--- config.mk ---
export PLATFORM = sky130hd
export DESIGN_NAME = updown_mod_counter_flat
export DESIGN_NICKNAME = d
export VERILOG_FILES = /design/src/rtl/counter_pkg.sv /design/src/rtl/updown_mod_counter_if.sv /design/src/rtl/counter_next.sv /design/src/rtl/updown_mod_counter.sv /design/src/flat_wrapper.sv
export SDC_FILE = /design/constraint.sdc
export NUM_CORES = 1
export LEC_CHECK = 0
export ABC_AREA = 1
export CORE_AREA = 2 2 57 59
export CTS_BUF_LIST = sky130_fd_sc_hd__clkbuf_2
export CTS_CLUSTER_DIAMETER = 60
export DETAILED_ROUTE_END_ITERATION = 7
export DIE_AREA = 0 0 59 61
export GPL_TIMING_DRIVEN = 1
export PLACE_DENSITY = 0.81
export SETUP_SLACK_MARGIN = 0.1
export SYNTH_ARGS = -nofsm -noshare
export SYNTH_HDL_FRONTEND = slang
export SYNTH_SLANG_ARGS = --single-unit
--- constraint.sdc ---
create_clock -name clk -period 3.2 [get_ports clk]
set_input_delay 0.64 -clock clk [delete_from_list [all_inputs] [get_ports clk]]
set_output_delay 0.64 -clock clk [all_outputs]
set_load 0.005 [all_outputs]
--- src/rtl/counter_pkg.sv ---
// Shared counter constants: direction encodings and boundary-mode selectors.
// Latency: none (declarations only).
// Backpressure: none (declarations only).
package counter_pkg;

    // Direction encoding for up_down.
    localparam logic DIR_UP   = 1'b1;
    localparam logic DIR_DOWN = 1'b0;

    // Boundary behaviour: wrap around or hold at the limit.
    localparam bit MODE_WRAP = 1'b0;
    localparam bit MODE_SAT  = 1'b1;

endpackage

--- src/rtl/updown_mod_counter_if.sv ---
// Control/status bundle for the up/down modulus counter.
// Latency: none (wires only).
// Backpressure: none; the counter accepts a command every cycle.
interface updown_mod_counter_if #(
    parameter int WIDTH = 8
);
    logic             enable;
    logic             up_down;
    logic             load;
    logic [WIDTH-1:0] load_val;
    logic [WIDTH-1:0] max_val;
    logic [WIDTH-1:0] count;
    logic             tc;
    logic             zero;

    modport master (
        output enable, up_down, load, load_val, max_val,
        input  count, tc, zero
    );

    modport slave (
        input  enable, up_down, load, load_val, max_val,
        output count, tc, zero
    );
endinterface

--- src/rtl/counter_next.sv ---
// Next-step value and boundary flag for one enabled count step.
// Latency: purely combinational.
// Backpressure: none.
module counter_next
    import counter_pkg::*;
#(
    parameter int WIDTH    = 8,
    parameter bit SATURATE = MODE_WRAP
) (
    input  logic [WIDTH-1:0] count,
    input  logic [WIDTH-1:0] max_val,
    input  logic             up_down,
    output logic [WIDTH-1:0] next_count,
    output logic             boundary
);

    // Out-of-range counts (max_val lowered under us) are treated as a boundary
    // step in both directions so the counter re-enters 0..max_val immediately.
    always_comb begin
        next_count = count;
        boundary   = 1'b0;
        case (up_down)
            DIR_UP: begin
                if (count < max_val) begin
                    next_count = count + WIDTH'(1);
                end else begin
                    boundary   = 1'b1;
                    next_count = (SATURATE == MODE_WRAP) ? '0 : max_val;
                end
            end
            DIR_DOWN: begin
                if (count > max_val) begin
                    boundary   = 1'b1;
                    next_count = max_val;
                end else if (count == '0) begin
                    boundary   = 1'b1;
                    next_count = (SATURATE == MODE_WRAP) ? max_val : '0;
                end else begin
                    next_count = count - WIDTH'(1);
                end
            end
            default: begin
                next_count = count;
            end
        endcase
    end

endmodule

--- src/rtl/updown_mod_counter.sv ---
// Up/down counter over 0..max_val with load, wrap/saturate and terminal-count strobe.
// Latency: count and tc update on the sampling edge; zero follows count combinationally.
// Backpressure: none; every edge is a command (reset > load > enable > hold).
module updown_mod_counter
    import counter_pkg::*;
#(
    parameter int               WIDTH     = 8,
    parameter logic [WIDTH-1:0] RESET_VAL = '0,
    parameter bit               SATURATE  = MODE_WRAP
) (
    input logic                clk,
    input logic                reset,
    updown_mod_counter_if.slave bus
);

    logic [WIDTH-1:0] count_q;
    logic             tc_q;
    logic [WIDTH-1:0] step_val;
    logic             step_bnd;
    logic [WIDTH-1:0] load_clamped;

    counter_next #(
        .WIDTH    (WIDTH),
        .SATURATE (SATURATE)
    ) u_next (
        .count      (count_q),
        .max_val    (bus.max_val),
        .up_down    (bus.up_down),
        .next_count (step_val),
        .boundary   (step_bnd)
    );

    // Loaded values never land outside the programmed range.
    assign load_clamped = (bus.load_val > bus.max_val) ? bus.max_val : bus.load_val;

    // Priority mux and state registers: reset, then load, then a count step, else hold.
    always_ff @(posedge clk) begin
        if (!reset) begin
            count_q <= RESET_VAL;
            tc_q    <= 1'b0;
        end else if (bus.load) begin
            count_q <= load_clamped;
            tc_q    <= 1'b0;
        end else if (bus.enable) begin
            count_q <= step_val;
            tc_q    <= step_bnd;
        end else begin
            tc_q    <= 1'b0;
        end
    end

    assign bus.count = count_q;
    assign bus.tc    = tc_q;
    assign bus.zero  = (count_q == '0);

endmodule

--- src/flat_wrapper.sv ---
// flat-port wrapper written by rule: the top's interface ports become plain ports
module updown_mod_counter_flat import counter_pkg::*;
#(
    parameter int               WIDTH     = 8,
    parameter logic [WIDTH-1:0] RESET_VAL = '0,
    parameter bit               SATURATE  = MODE_WRAP
)
  (clk, reset, bus_enable, bus_up_down, bus_load, bus_load_val, bus_max_val, bus_count, bus_tc, bus_zero);
  updown_mod_counter_if #(.WIDTH(WIDTH)) bus_i ();
  input logic clk;
  input logic reset;
  input wire logic [$bits(bus_i.enable)-1:0] bus_enable;
  input wire logic [$bits(bus_i.up_down)-1:0] bus_up_down;
  input wire logic [$bits(bus_i.load)-1:0] bus_load;
  input wire logic [$bits(bus_i.load_val)-1:0] bus_load_val;
  input wire logic [$bits(bus_i.max_val)-1:0] bus_max_val;
  output wire logic [$bits(bus_i.count)-1:0] bus_count;
  output wire logic [$bits(bus_i.tc)-1:0] bus_tc;
  output wire logic [$bits(bus_i.zero)-1:0] bus_zero;
  assign bus_i.enable = bus_enable;
  assign bus_i.up_down = bus_up_down;
  assign bus_i.load = bus_load;
  assign bus_i.load_val = bus_load_val;
  assign bus_i.max_val = bus_max_val;
  assign bus_count = bus_i.count;
  assign bus_tc = bus_i.tc;
  assign bus_zero = bus_i.zero;
  updown_mod_counter #(.WIDTH(WIDTH), .RESET_VAL(RESET_VAL), .SATURATE(SATURATE)) u_core (.clk(clk), .reset(reset), .bus(bus_i));
endmodule
# --- Word level (Yosys, flattened, before mapping) ---
# Index checks and enable logic that the tools add are counted.
word_totals:
  reg_bits: 9
  inputBits: 21
  output_inout_bits: 10
  wordCells: 24
classes:
  addsub: 2
  n_lt_le_gt_ge: 3
  mux: 11
  bitwise: 3
  n_reduce_logical: 3
ops:
  columns: ["operator", "n"]
  rows:
  - ["$mux W8", 6]
  - ["$gt A8 B8 Y1", 2]
  - ["$pmux W8 S2", 1]
  - ["$add A8 B1 Y8 const B", 1]
  - ["$logic_not A8 Y1", 1]
  - ["$lt A8 B8 Y1", 1]
  - ["$sub A8 B1 Y8 const B", 1]
  - ["$mux W1", 3]
  - ["$not A1 Y1", 3]
  - ["$reduce_or A3 Y1", 1]
  - ["$pmux W1 S2", 1]
  - ["$reduce_bool A2 Y1", 1]

# --- Logic depth before layout (Yosys ltp) ---
# Gate-level depths: netlist of run 1.
logic_depth:
  ltp_word: 6
  mapped_depth: 16
  mapped_depth_nobuf: 16

# --- Modules after synthesis ---
# From an unflattened synthesis of run 1, not the netlist that was laid out.
unflattened:
  cells_unflattened: 275
  area_unflattened_um2: 1667.8
modules_own_cells:
  columns: ["module", "instances", "cells_per_inst", "area_each_um2", "seq_area_each_um2"]
  rows:
  - ["counter_next", 1, 165, 882.1, 0.0]
  - ["updown_mod_counter", 1, 110, 785.8, 180.2]

# --- Least setup slack after synthesis of run 1 ---
# Ideal clock, no wire load.
synth_timing:
  path_kind: "input to register"
  startpoint: "input bus_max_val[7]"
  endpoint: "register u_core.count_q[0] (netlist: u_core.bus.count[0])"
  setup_ps: 119
  arrival_time_ps: 1872
  required_time_ps: 3081
  slack_ps: 1208
  stages: 11
  n_path_buf: 0
  path_cell_list: "inv_1 ha_1 nand2_1 nor2_1 nand4_2 nand2_2 nand2_1 o21ai_0 inv_1 nand2_1 a21oi_1"
synth_via:
  elab_chain_cells: 5
  elab_cells_between_ends: 9
  cone_classes: "3 x order compare; 6 x mux"
synth_rtl:
  columns: ["element", "line_no", "rtl"]
  rows:
  - ["start, declared", "flat_wrapper.sv:16", "input wire logic [$bits(bus_i.max_val)-1:0] bus_max_val;"]
  - ["$gt A8 B8 Y1 or $lt A8 B8 Y1 (tied branches)", "counter_next.sv:32, counter_next.sv:24", null]
  - ["$mux W8 (on tied branches)", "counter_next.sv:32, counter_next.sv:24", null]
  - ["$pmux W8 S2", "counter_next.sv:22", "case (up_down)"]
  - ["$mux W8", "updown_mod_counter.sv:44", "end else if (bus.enable) begin"]
  - ["$mux W8 (*)", "updown_mod_counter.sv:41", "end else if (bus.load) begin"]
  - ["end signal, assigned", "updown_mod_counter.sv:42", "count_q <= load_clamped;"]
  - ["end signal, assigned", "updown_mod_counter.sv:45", "count_q <= step_val;"]
  - ["end, declared", "updown_mod_counter.sv:16", "logic [WIDTH-1:0] count_q;"]
# Every way passes the cells marked *; elsewhere a longest branch is shown, timed or not. The select of a mux whose other input is x is not followed.
# A chain may end at the register's enable or synchronous reset.

# --- Final worst setup path of run 1 ---
layout_timing:
  startpoint: "register u_core.count_q[0] (netlist: u_core.bus.count[0])"
  endpoint: "output bus_zero"
layout_via:
  elab_chain_cells: 1
layout_rtl:
  columns: ["element", "line_no", "rtl"]
  rows:
  - ["$logic_not A8 Y1", "updown_mod_counter.sv:54", "assign bus.zero = (count_q == '0);"]
  - ["end, declared", "flat_wrapper.sv:19", "output wire logic [$bits(bus_i.zero)-1:0] bus_zero;"]
# No other way between the ends.

==> out/qor.txt, run 1 <==
synthesis-to-finish area growth: 20.90%
commonest cells after routing, fill and taps aside: nand2_1, clkdlybuf4s50_1, nor2_1
fillers: 308
Final setup violation count: 0
Post-Route Setup TNS: 0 ps
global-route wire length before repair: 6913 um
core area: 2953 um^2
DP Wirelength: 3259 um
I/O pin total: 31
critical path arrival: 2000 ps
fraction of registers with async set/reset: 0
CTS tree: yes
Hold Path Cell Cnt: 2
Peak Freq: 378.8 MHz
reg-to-reg critical path endpoint: u_core.bus.count[0]
synth unique cells: 29
cts hold-fix bufs: 0
die area: 3599 um^2
Avg Inst Size Synth: 5.784 um^2
reg2reg start: u_core.bus.count[2]
worst-path fanout max: 10
VDD IR max: 0.2465 mV
Iter 0 DRT Violations: 81
Final min period: 2640 ps
Cells after Synth: 265
clk sink count: 9
PostCTS Resize Cnt: 0
Reg2Reg Setup Slack: 1100 ps
cell area power density: 318.2 nW/um^2
initial antenna violation count: 0
commonest non-fill, non-tap cell in the layout: nand2_1
vias in the first global route: 1,573
Clk Latency, worst-skew pair: 240 ps
CTS clock-pin slew for the worst setup and hold paths: 80 ps
CTS Buf Count: 3
IO buf count: 30
Rows: 20
Post-Route WL: 4168 um
Residual DRC: 0
Die Width: 59 um
Max clock buf depth: 2
Clock Root Buffer: clkbuf_2
register area: 180.2 um^2
largest net degree at the start of global routing: 17
Worst setup EP type: output pin
leakage: 0.9774 nW
syn nets: 305
Placed Area: 1833 um^2
maxcap violations: 0
H-tree depth: 1
Reg2Reg Depth: 13
Syn. warnings: 0
EDFF count, synth: 0
synthesized flop and latch total: 9
Relative slew margins: 0.6872
post-route antenna net violation count: 0
drt first pass iters: 5
Tot GR Track Use: 0.2485
Slew Limit Fails: 0
Final nets: 336
cell area after layout: 1853 um^2
vias per cell: 5.421
Final Cycle Share: 0.8250
Worst-Margin Slew: 468.1 ps
Wirelength per Cell: 12.71 um
Worst EP required: 2560 ps
Critical Path Start Type: register
RSZ-0062 raised after global routing: false
Post-CTS Setup Repair Bufs: 0
register area share after synthesis: 0.1176
RePlAce Congestion: 0.8993
Crit Path Category: register to output pin
clk_skew: 9.255 ps
top_reg_cell synth: dfxtp_1
Mapped Area: 1533 um^2
Die Y: 61 um
Hold WS: 637.1 ps
area of the multi-input gates: 1184 um^2
hold path startpoint: u_core.bus.count[0]
min-delay worst type: register to register
GRT Residual Overflow: 0
# diodes: 0
status: complete, no violations
Hold Path End: u_core.bus.count[0]
Final Hold Fails: 0
layout cell share with drive strength beyond 1: 0.07119
via count: 1,778
initial core utilization: 0.5191
==> per-layer routing <==
layer / global-route usage / wire [um] / up-vias / part of all wire
met2: 0.4556 / 1937 / 64 / 0.46
met1: 0.3185 / 1918 / 782 / 0.46
met4: 0.03896 / 52 / 0 / 0.012
met5: 0 / 0 / - / 0
li1: - / - / 928 / -
met3: 0.02772 / 260 / 4 / 0.062
==> report_power, final <==
| group | internal, W | switching [W] | leakage, nW | total (W) |
|---|---|---|---|---|
| Combinational | 0.000156 | 0.000211 | 0.886 | 0.000366 |
| Sequential | 0.000124 | 0.0000281 | 0.0746 | 0.000152 |
| Clock | 0.0000332 | 0.0000382 | 0.0166 | 0.0000714 |
==> critical path, cell delays in order (launching register included) <==
cell	delay, ps
dfxtp_1	360
inv_1	250
ha_1	200
nor3b_4	210
nand2_4	140
inv_6	110
clkdlybuf4s50_1	500
==> cells by family after synthesis <==
kind of cell | Yosys count | synth area share
AND/OR/NAND/NOR | 157 | 0.4563
AO/OA/AOI/OAI | 42 | 0.1437
buffers and inverters | 35 | 0.1102
adder cells (fa/ha/maj) | 19 | 0.1551
flip-flops | 9 | 0.1175
XOR/XNOR | 3 | 0.01715
==> worst max path at each step <==
stage | depth (start not counted) | slack, ps | from | to
6_report | 6 | 560 | u_core.bus.count[0] | bus_zero
5_1_grt | 12 | 390 | bus_max_val[3] | u_core.bus.count[2]
4_1_cts | 6 | 560 | u_core.bus.count[0] | bus_zero
3_5_place_dp | 12 | 370 | bus_max_val[1] | u_core.bus.count[3]
3_3_place_gp | 12 | 400 | bus_max_val[3] | u_core.bus.count[4]
2_1_floorplan | 11 | 1210 | bus_max_val[7] | u_core.bus.count[0]
==> per-stage QoR <==
step	instances	power, W	utilization	setup slack (ps)
floorplan	265	0.0004028	-	1208
finish	328	0.0005896	0.6275	559.8
detailed placement	324	0.0005158	0.6208	368.1
CTS	328	0.0005873	0.6275	556.5
global placement	324	0.0005118	0.6208	395.4
global route	328	0.0006523	0.6275	386.9
==> flip-flops by register name, summed over array words and instances (netlist names) <==
name / cells
u_core.bus.tc: 1
u_core.bus.count: 8
==> Yosys cell counts (2+ instances only) <==
cell	instances	area [um^2]
a21oi_1	22	110.1
nand4_1	4	25.02
ha_1	19	237.7
inv_1	25	93.84
nand3_1	27	135.1
o21ai_0	16	80.08
buf_6	2	22.52
nor2_1	29	108.9
nand4_2	2	25.02
xor2_1	3	26.28
nand2_2	4	25.02
inv_2	2	7.510
nand2_1	85	319.1
dfxtp_1	9	180.2
nor2_2	2	12.51
==> area by class of cell <==
class,instances,share of cell area
well taps,33,0.02228
flip-flops and latches,9,0.09723
multi-input cells,221,0.6388
inverters,30,0.06482
repair buffers,31,0.1661
clock buffers,4,0.01080
Power figures use the tool's default switching activity.
==> run 2: changes to the inputs <==
--- a/config.mk
+++ b/config.mk
@@ -6,13 +6,13 @@
 export NUM_CORES = 1
 export LEC_CHECK = 0
 export ABC_AREA = 1
-export CORE_AREA = 2 2 57 59
+export CORE_AREA = 2 2 60 62
 export CTS_BUF_LIST = sky130_fd_sc_hd__clkbuf_2
 export CTS_CLUSTER_DIAMETER = 60
 export DETAILED_ROUTE_END_ITERATION = 7
-export DIE_AREA = 0 0 59 61
+export DIE_AREA = 0 0 62 64
 export GPL_TIMING_DRIVEN = 1
-export PLACE_DENSITY = 0.81
+export PLACE_DENSITY = 0.77
 export SETUP_SLACK_MARGIN = 0.1
 export SYNTH_ARGS = -nofsm -noshare
 export SYNTH_HDL_FRONTEND = slang
==> constraint.sdc (replaced) <==
create_clock -name clk -period 2.24 [get_ports clk]
set_input_delay 0.448 -clock clk [delete_from_list [all_inputs] [get_ports clk]]
set_output_delay 0.448 -clock clk [all_outputs]
set_load 0.005 [all_outputs]
==> run 2 against run 1 <==
Effect of this change:
- largest cell class unchanged
- final area grew 18%
- cell count grew 13%
- sequential share of layout area shrank 1.3 points
- first-iteration DRC count grew 96%
- via count grew 9.2%
- clock power grew 44%
- wire length grew 12%
- hold slack lost 12 ps
- setup slack lost 320 ps
- utilization grew 3.8 points
==> out/qor.txt, run 2 (synthesis gave the netlist of run 1 again) <==
reg-to-reg critical path endpoint: u_core.bus.count[2]
Final Cycle Share: 0.8915
Die Width: 62 um (+5.1%)
Post-Route Setup TNS: 0 ps (unchanged)
Worst Path Buf+Inv: 2 (-1)
Residual DRC: 0 (unchanged)
clock power share: 0.108 (-0.013)
Max clock buf depth: 2 (unchanged)
Die Y: 64 um (+4.9%)
Final nets: 365 (+8.6%)
cell area after layout: 2186 um^2 (+18%)
maxcap violations: 0 (unchanged)
sequential share of power: 0.222 (-0.035)
Relative slew margins: 0.7324 (+0.04521)
Hold Path Cell Cnt: 2 (unchanged)
min-delay worst type: register to register
initial antenna violation count: 0 (unchanged)
Reg2Reg Setup Slack: 280 ps (-820 ps)
commonest cells after routing, fill and taps aside: nand2_1, buf_4, nand3_1
reg2reg start: u_core.bus.count[7]
CTS tree: yes
Int Power: 0.0005131 W (+64%)
CTS clock-pin slew for the worst setup and hold paths: 90 ps (about the same)
RePlAce Congestion: 0.9342 (+3.9%)
Clock Root Buffer: clkbuf_2
VDD IR max: 0.2235 mV (-9.3%)
Slew Limit Fails: 0 (unchanged)
vias per cell: 5.246 (-3.2%)
initial core utilization: 0.4667 (-0.05240)
DP Wirelength: 3633 um (+11%)
Psw: 0.0004376 W (+58%)
Peak Freq: 500.8 MHz
global-route wire length before repair: 7596 um (+9.9%)
# diodes: 0 (unchanged)
most used cell, CP: a21oi_1
critical path arrival: 2140 ps (+140 ps)
clk_skew: 7.203 ps (-2.053 ps)
max reg flops: 8 (unchanged)
layout cell share with drive strength beyond 1: 0.2130 (+0.1418)
post-route antenna net violation count: 0 (unchanged)
Final Hold Fails: 0 (unchanged)
Critical Path Start Type: input port
IO buf count: 30 (unchanged)
via count: 1,941 (+9.2%)
status: complete, no violations
largest net degree at the start of global routing: 12 (-5)
Worst setup EP type: register
vias in the first global route: 1,737 (+10%)
CTS Buf Count: 3 (unchanged)
Placed Area: 2052 um^2 (+12%)
dpl cells: 364 (+12%)
core area: 3284 um^2 (+11%)
Iter 0 DRT Violations: 159 (+96%)
Worst-Margin Slew: 400.9 ps (-67.23 ps)
Cell Chain, Critical Path: clkdlybuf4s50_1, ha_1, a21oi_1, o21ai_1, nand2_1, nand2_1, buf_4, a21oi_1, nor2_1, nor2_1, a21oi_1
Wirelength per Cell: 12.61 um (-0.80%)
clk sink count: 9 (unchanged)
H-tree depth: 1 (unchanged)
Hold Path End: u_core.bus.count[5]
Clk Latency, worst-skew pair: 240 ps (about the same)
synthesis-to-finish area growth: 42.61%
switch share: 0.4603 (-0.009670)
Rows: 21 (+5.0%)
non-filler instance count after layout: 370 (+13%)
commonest non-fill, non-tap cell in the layout: nand2_1
drt first pass iters: 4 (-1)
fillers: 293 (-4.9%)
max incr delay on CP: 480 ps (-20 ps)
RSZ-0062 raised after global routing: false
I/O pin total: 31 (unchanged)
Worst EP required: 2380 ps (-180 ps)
cell area power density: 435.0 nW/um^2 (+37%)
Final setup violation count: 0 (unchanged)
Reg2Reg Depth: 11 (-2)
GRT Residual Overflow: 0 (unchanged)
die area: 3968 um^2 (+10%)
combinational share of power: 0.670 (+0.049)
Post-Route WL: 4664 um (+12%)
leakage: 1.171 nW (+20%)
Worst path top cell family by delay: buffers and inverters
CP max stage cell: clkdlybuf4s50_1
Tot GR Track Use: 0.2540 (+0.005522)
Crit Path Category: input port to register
Crit. path cell count: 11 (+5)
hold path startpoint: u_core.bus.count[5]
Final min period: 1997 ps
worst-path fanout max: 10 (unchanged)
==> run 2: per-stage QoR <==
step | worst slack (ps) | hold WS [ps] | total power (W) | util
floorplan | 440.5 | 567.4 | 0.0005755 | -
global placement | -224.0 | 595.5 | 0.0008002 | 0.6248
detailed placement | -216.2 | 608.3 | 0.0008041 | 0.6248
CTS | 100.5 | 621.2 | 0.0009306 | 0.6461
global route | 113.3 | 650.2 | 0.001037 | 0.6655
finish | 243.0 | 625.4 | 0.0009507 | 0.6655
==> run 2: tightest hold or removal path, cell delays in order (launching register included) <==
cell and delay (ps):
dfxtp_1 360, o21ai_0 170, a21oi_1 50
==> run 2: worst max path at each step <==
stage | endpoint | from
2_1_floorplan | u_core.bus.count[0] | bus_max_val[7]
3_3_place_gp | u_core.bus.tc | bus_max_val[3]
3_5_place_dp | u_core.bus.count[4] | bus_max_val[3]
4_1_cts | u_core.bus.count[2] | bus_max_val[1]
5_1_grt | u_core.bus.count[4] | bus_load_val[7]
6_report | u_core.bus.count[4] | bus_load_val[3]
==> run 2: what timing repair did <==
item	4_1_cts	5_1_grt
hold buffers	0	0
pin swaps	2	8
resized for setup	18	17
endpoints found under the hold margin	0	0
setup buffers	2	0
setup endpoints to repair	10	9
==> run 2: power by group through the flow <==
stage | clock, W | combinational [W] | sequential, W
CTS | 0.000108 | 0.000612 | 0.000210
finish | 0.000103 | 0.000637 | 0.000211
detailed placement | 0 | 0.000590 | 0.000214
global route | 0.000110 | 0.000714 | 0.000213
global placement | 0 | 0.000586 | 0.000214
floorplan | 0 | 0.000367 | 0.000209
==> run 2: final cells by class <==
type / instances / area (um^2) / area share
sequential: 9 / 185.2 / 0.08472
clock buffer: 4 / 20.02 / 0.009159
inverter: 30 / 120.1 / 0.05495
timing repair buffer: 60 / 540.5 / 0.2473
multi-input combinational: 221 / 1262 / 0.5776
tap: 46 / 57.56 / 0.02633
==> run 2: routing by layer <==
metal / up-vias / part of all wire / track usage
li1: 991 / - / -
met1: 853 / 0.43 / 0.3301
met2: 77 / 0.46 / 0.3971
met3: 20 / 0.064 / 0.04656
met4: 0 / 0.042 / 0.1117
met5: - / 0 / 0
==> run 3: changes to the inputs <==
--- a/config.mk
+++ b/config.mk
@@ -11,9 +11,11 @@
 export CTS_CLUSTER_DIAMETER = 60
 export DETAILED_ROUTE_END_ITERATION = 7
 export DIE_AREA = 0 0 62 64
+export GPL_ROUTABILITY_DRIVEN = 0
 export GPL_TIMING_DRIVEN = 1
 export PLACE_DENSITY = 0.77
 export SETUP_SLACK_MARGIN = 0.1
 export SYNTH_ARGS = -nofsm -noshare
 export SYNTH_HDL_FRONTEND = slang
 export SYNTH_SLANG_ARGS = --single-unit
+export TNS_END_PERCENT = 1
==> run 3 against run 2 <==
Effect of this change:
- clock skew shrank 1.3 ps
- combinational power grew 2%
- sequential power shrank 2%
- largest power group unchanged
==> out/qor.txt, run 3 (synthesis gave the netlist of run 1 again) <==
reg2reg start: u_core.bus.count[3]
worst-path fanout max: 4 (-6)
commonest cells after routing, fill and taps aside: nand2_1, nor2_1, nand3_1, buf_4, clkdlybuf4s50_1
Final nets: 365 (unchanged)
cell area power density: 438.5 nW/um^2 (+0.82%)
Final setup violation count: 0 (unchanged)
Residual DRC: 0 (unchanged)
IO buf count: 30 (unchanged)
Rows: 21 (unchanged)
Reg2Reg Depth: 13 (+2)
layout cell share with drive strength beyond 1: 0.2006 (-0.01235)
vias in the first global route: 1,746 (+0.52%)
Iter 0 DRT Violations: 207 (+30%)
Wirelength per Cell: 12.46 um (-1.2%)
Post-Route WL: 4609 um (-1.2%)
initial core utilization: 0.4667 (unchanged)
reg-to-reg critical path endpoint: u_core.bus.count[5]
min-delay worst type: register to register
vias per cell: 5.176 (-1.3%)
critical path arrival: 2200 ps (+60 ps)
Die Width: 62 um (unchanged)
core area: 3284 um^2 (unchanged)
Relative slew margins: 0.7332 (+0.0008540)
Final WS setup: 206.9 ps (-36.08 ps)
via count: 1,915 (-1.3%)
status: complete, no violations
Critical Path Start Type: input port
Int Power: 0.0005163 W (+0.61%)
GRT Residual Overflow: 0 (unchanged)
DP Wirelength: 3771 um (+3.8%)
global-route wire length before repair: 7679 um (+1.1%)
Tot GR Track Use: 0.2491 (-0.004868)
Final min period: 2033 ps (+36.08 ps)
Final Cycle Share: 0.9076 (+0.01611)
clk sink count: 9 (unchanged)
cts hold-fix bufs: 0 (unchanged)
CTS clock-pin slew for the worst setup and hold paths: 90 ps (about the same)
sequential share of power: 0.217 (-0.005)
pre-CTS WS: -266.0 ps (-49.77 ps)
die area: 3968 um^2 (unchanged)
clk_skew: 5.933 ps (-1.269 ps)
Final Hold Fails: 0 (unchanged)
Reg2Reg Setup Slack: 300 ps (+20 ps)
switch share: 0.4580 (-0.002281)
VDD IR max: 0.1880 mV (-16%)
max reg flops: 8 (unchanged)
Crit Path Category: input port to register
Post-Route Setup TNS: 0 ps (unchanged)
maxcap violations: 0 (unchanged)
Worst Setup EP: u_core.bus.count[2]
Worst EP required: 2410 ps (+30 ps)
drt first pass iters: 4 (unchanged)
Slew Limit Fails: 0 (unchanged)
clock power share: 0.104 (-0.004)
synthesis-to-finish area growth: 41.71%
initial antenna violation count: 0 (unchanged)
CP Launch Point: bus_max_val[7]
Worst-Margin Slew: 399.6 ps (-1.280 ps)
Peak Freq: 491.9 MHz (-1.8%)
I/O pin total: 31 (unchanged)
post-route antenna net violation count: 0 (unchanged)
leakage: 1.165 nW (-0.53%)
CTS Buf Count: 3 (unchanged)
# diodes: 0 (unchanged)
combinational share of power: 0.679 (+0.009)
Clock Root Buffer: clkbuf_2
Psw: 0.0004362 W (-0.31%)
Die Y: 64 um (unchanged)
Clk Latency, worst-skew pair: 230 ps (about the same)
fillers: 319 (+8.9%)
largest net degree at the start of global routing: 17 (+5)
Max clock buf depth: 2 (unchanged)
CTS tree: yes
RSZ-0062 raised after global routing: true
Worst setup EP type: register
commonest non-fill, non-tap cell in the layout: nand2_1
H-tree depth: 1 (unchanged)
-- run 3: layout make-up --
cell class                 instances  area, um^2  share of cell area
multi-input combinational        221        1244              0.5726
tap                               46       57.56             0.02650
sequential                         9       183.9             0.08468
clock buffer                       4       20.02            0.009217
inverter                          30       120.1             0.05530
timing repair buffer              60       546.8              0.2517
-- run 3: worst min-delay path by stage --
stage,start,to,slack [ps],cells past startpoint
after floorplan,u_core.bus.count[0],u_core.bus.count[0],570,2
after global placement,u_core.bus.count[7],u_core.bus.count[7],570,2
after detailed placement,u_core.bus.count[7],u_core.bus.count[7],590,2
after CTS,u_core.bus.count[0],u_core.bus.count[0],590,2
after global routing,u_core.bus.count[0],u_core.bus.count[0],620,2
final,u_core.bus.count[0],u_core.bus.count[0],600,2
-- run 3: power groups by stage --
stage / clock (W) / combinational (W) / sequential (W)
6_report: 0.0000987 / 0.000647 / 0.000207
5_1_grt: 0.000109 / 0.000730 / 0.000209
4_1_cts: 0.000100 / 0.000618 / 0.000206
3_5_place_dp: 0 / 0.000604 / 0.000209
3_3_place_gp: 0 / 0.000595 / 0.000210
2_1_floorplan: 0 / 0.000367 / 0.000209
-- run 3: layer usage --
| layer | GRT usage | vias up | routed length, um |
|---|---|---|---|
| met5 | 0 | - | 0 |
| met4 | 0.07447 | 0 | 73 |
| met1 | 0.3297 | 844 | 1966 |
| li1 | - | 987 | - |
| met2 | 0.4102 | 74 | 2252 |
| met3 | 0.03036 | 10 | 316 |
-- run 3: per-stage QoR --
step / utilization / instance area, um^2 / instances / hold slack [ps] / total power (W)
after floorplan: - / 1533 / 265 / 567.4 / 0.0005755
final: 0.6613 / 2172 / 370 / 596.7 / 0.0009525
after detailed placement: 0.6263 / 2057 / 363 / 589.1 / 0.0008136
after global placement: 0.6263 / 2057 / 363 / 569.2 / 0.0008051
after CTS: 0.6392 / 2100 / 368 / 588.9 / 0.0009239
after global routing: 0.6613 / 2172 / 370 / 623.3 / 0.001047
-- run 3: critical path: stages --
cell           delay [ps]
dlygate4sd2_1         250
inv_1                  90
ha_1                  300
nand2_1                90
nor2_2                170
nand2_1               120
nand2_4               130
buf_4                 130
nand3_1                50
nand2_1                70
nand2_1                70
nand2_1                90
nand2_1                60
a21oi_2               130
-- run 3: repair_timing --
item | 4_1_cts | 5_1_grt
pin swaps | 3 | 3
cloned | 0 | 0
resized for setup | 14 | 17
setup endpoints to repair | 10 | 10
buffers inserted | 1 | 2
==> edit, RTL diff (flow settings as in run 1) <==
`WIDTH` is set to 8 in 4 places; all go to 10.
--- a/src/rtl/updown_mod_counter_if.sv
+++ b/src/rtl/updown_mod_counter_if.sv
@@ -2,7 +2,7 @@
 // Latency: none (wires only).
 // Backpressure: none; the counter accepts a command every cycle.
 interface updown_mod_counter_if #(
-    parameter int WIDTH = 8
+    parameter int WIDTH = 10
 );
     logic             enable;
     logic             up_down;
--- a/src/rtl/counter_next.sv
+++ b/src/rtl/counter_next.sv
@@ -4,7 +4,7 @@
 module counter_next
     import counter_pkg::*;
 #(
-    parameter int WIDTH    = 8,
+    parameter int WIDTH    = 10,
     parameter bit SATURATE = MODE_WRAP
 ) (
     input  logic [WIDTH-1:0] count,
--- a/src/rtl/updown_mod_counter.sv
+++ b/src/rtl/updown_mod_counter.sv
@@ -4,7 +4,7 @@
 module updown_mod_counter
     import counter_pkg::*;
 #(
-    parameter int               WIDTH     = 8,
+    parameter int               WIDTH     = 10,
     parameter logic [WIDTH-1:0] RESET_VAL = '0,
     parameter bit               SATURATE  = MODE_WRAP
 ) (
--- a/src/flat_wrapper.sv
+++ b/src/flat_wrapper.sv
@@ -1,7 +1,7 @@
 // flat-port wrapper written by rule: the top's interface ports become plain ports
 module updown_mod_counter_flat import counter_pkg::*;
 #(
-    parameter int               WIDTH     = 8,
+    parameter int               WIDTH     = 10,
     parameter logic [WIDTH-1:0] RESET_VAL = '0,
     parameter bit               SATURATE  = MODE_WRAP
 )
Ports: changed (resized bus_count, bus_load_val and bus_max_val); port bits go from 31 to 37. The function was not compared with the original's and may differ.
==> edit against run 1 <==
- worst setup slack worse by 270 ps
- sequential cell count rose by 2
- wire length rose by 23%
- die area did not move
- hold slack improved by 28 ps
- sequential power rose by 20%
- area after synthesis is 25% higher
- total power grew 18%
- design area rose by 22%
- critical endpoint unchanged
==> edit: results (changes against run 1) <==
The tools report the global routing met2 resource utilization as 53.0% (+7.5 points). The logs give 2280 um (+19%) for the routed length on met1 and 374 (+23%) for the synthesized net count. The final net count is 405 (+21%), and the count of distinct cell types in the synthesized netlist is 31 (+6.9%). The sequential share of the synthesized area came out at 11.5% (-0.26 points). The run gives 8320 um (+20%) as the global-route wire length before repair. The run finished with clean final reports. The maximum resistive drop on vdd is 0.165 mV (-33%), and the via count normalized by instance count is 5.56 (+2.6%). The total met3 wirelength after detailed routing came out at 357 um (+37%). By count the netlist is led by 116 x sky130_fd_sc_hd__nand2_1, 35 x sky130_fd_sc_hd__inv_1, 30 x sky130_fd_sc_hd__nor2_1. The final routed wirelength across all metal layers came out at 5150 um (+23%). The met3 routing resource usage after global routing is 2.13% (-0.64 points).

The total placed instance area is 2230 sq um (+22%), and the flop-to-flop setup slack is 860 ps (-240 ps). The number of fill cells is 266 (-14%), and the count of input and output buffers is 36 (+20%). The run gives 390 (+19%) as the non-filler instance count after layout.

For the sum of met2 wire segment lengths after detailed routing, the log shows 2460 um (+27%). The tools report the via count of the first global-routing pass as 1,928 (+23%). The weighted congestion at the end of routability-driven global placement was 0.962 (+6.9%).

The xor and xnor fraction of the mapped netlist area was 2.74% (+1.0 points). The post-route clock skew came out at 7.58 ps (-1.67 ps). Peak fanout along the critical path: 8 (-2). The post-synthesis share of cell area spent on full adders, half adders and majority gates was 14.4% (-1.1 points). The startpoint identified for the worst register-to-register timing path is u_core.bus.count[3]$_SDFFE_PN0P_. The worst hold path begins at u_core.bus.count[9]$_SDFFE_PN0P_.

The tools report the worst max-slew margin expressed relative to the limit as 66.1% (-2.6 points). The logic depth of the worst register-to-register path was 12 (-1). For the largest net degree at the start of global routing, the log shows 20 (+3). The combined global-route utilization of all metal layers is 30.5% (+5.6 points).

The flip-flop count of the largest register after layout is 10 (+2). Endpoint with the worst hold slack: u_core.bus.count[9]$_SDFFE_PN0P_. The logs give 40.2% (+8.3 points) for the met1 layer usage reported by global route and 4050 um (+24%) for the placed wire-length estimate. The area fraction in compound gates after synthesis works out to 15.7% (+1.4 points).

Fraction of final layout cells with drive strength greater than 1: 7.00% (-0.12 points). The reg-to-reg endpoint was u_core.bus.count[8]$_SDFFE_PN0P_.
[edit: changes by cell type in the layout (fill, tap and decap cells not counted), sizes merged, moves of 2 or more]
cell and change:
nand3 -3, clkdlybuf4s50 +6, nand2 +32, dfxtp +2
xnor2 +2, nor2 +3, inv +6, o21ai +14
ha +3
[edit: metrics by stage]
stage / hold slack [ps] / power, W / setup WS [ps]
after floorplan: 589 / 0.000482 / 1130
after global placement: 628 / 0.000588 / 242
after detailed placement: 652 / 0.000594 / 230
after CTS: 665 / 0.000681 / 313
after global routing: 699 / 0.000752 / 169
final: 665 / 0.000694 / 285
[edit: power breakdown]
part	total [W]	switching (W)	internal [W]
Clock	0.0000950	0.0000619	0.0000331
Sequential	0.000182	0.0000322	0.000150
Combinational	0.000417	0.000244	0.000173
Total	0.000694	0.000339	0.000356
[edit: layout make-up]
type	instances	area [sq um]	area share [%]
multi-input combinational	270	1480	65.5
timing repair buffer	36	360	16.0
sequential	11	220	9.78
inverter	36	135	6.00
tap	33	41.3	1.83
clock buffer	4	20.0	0.889
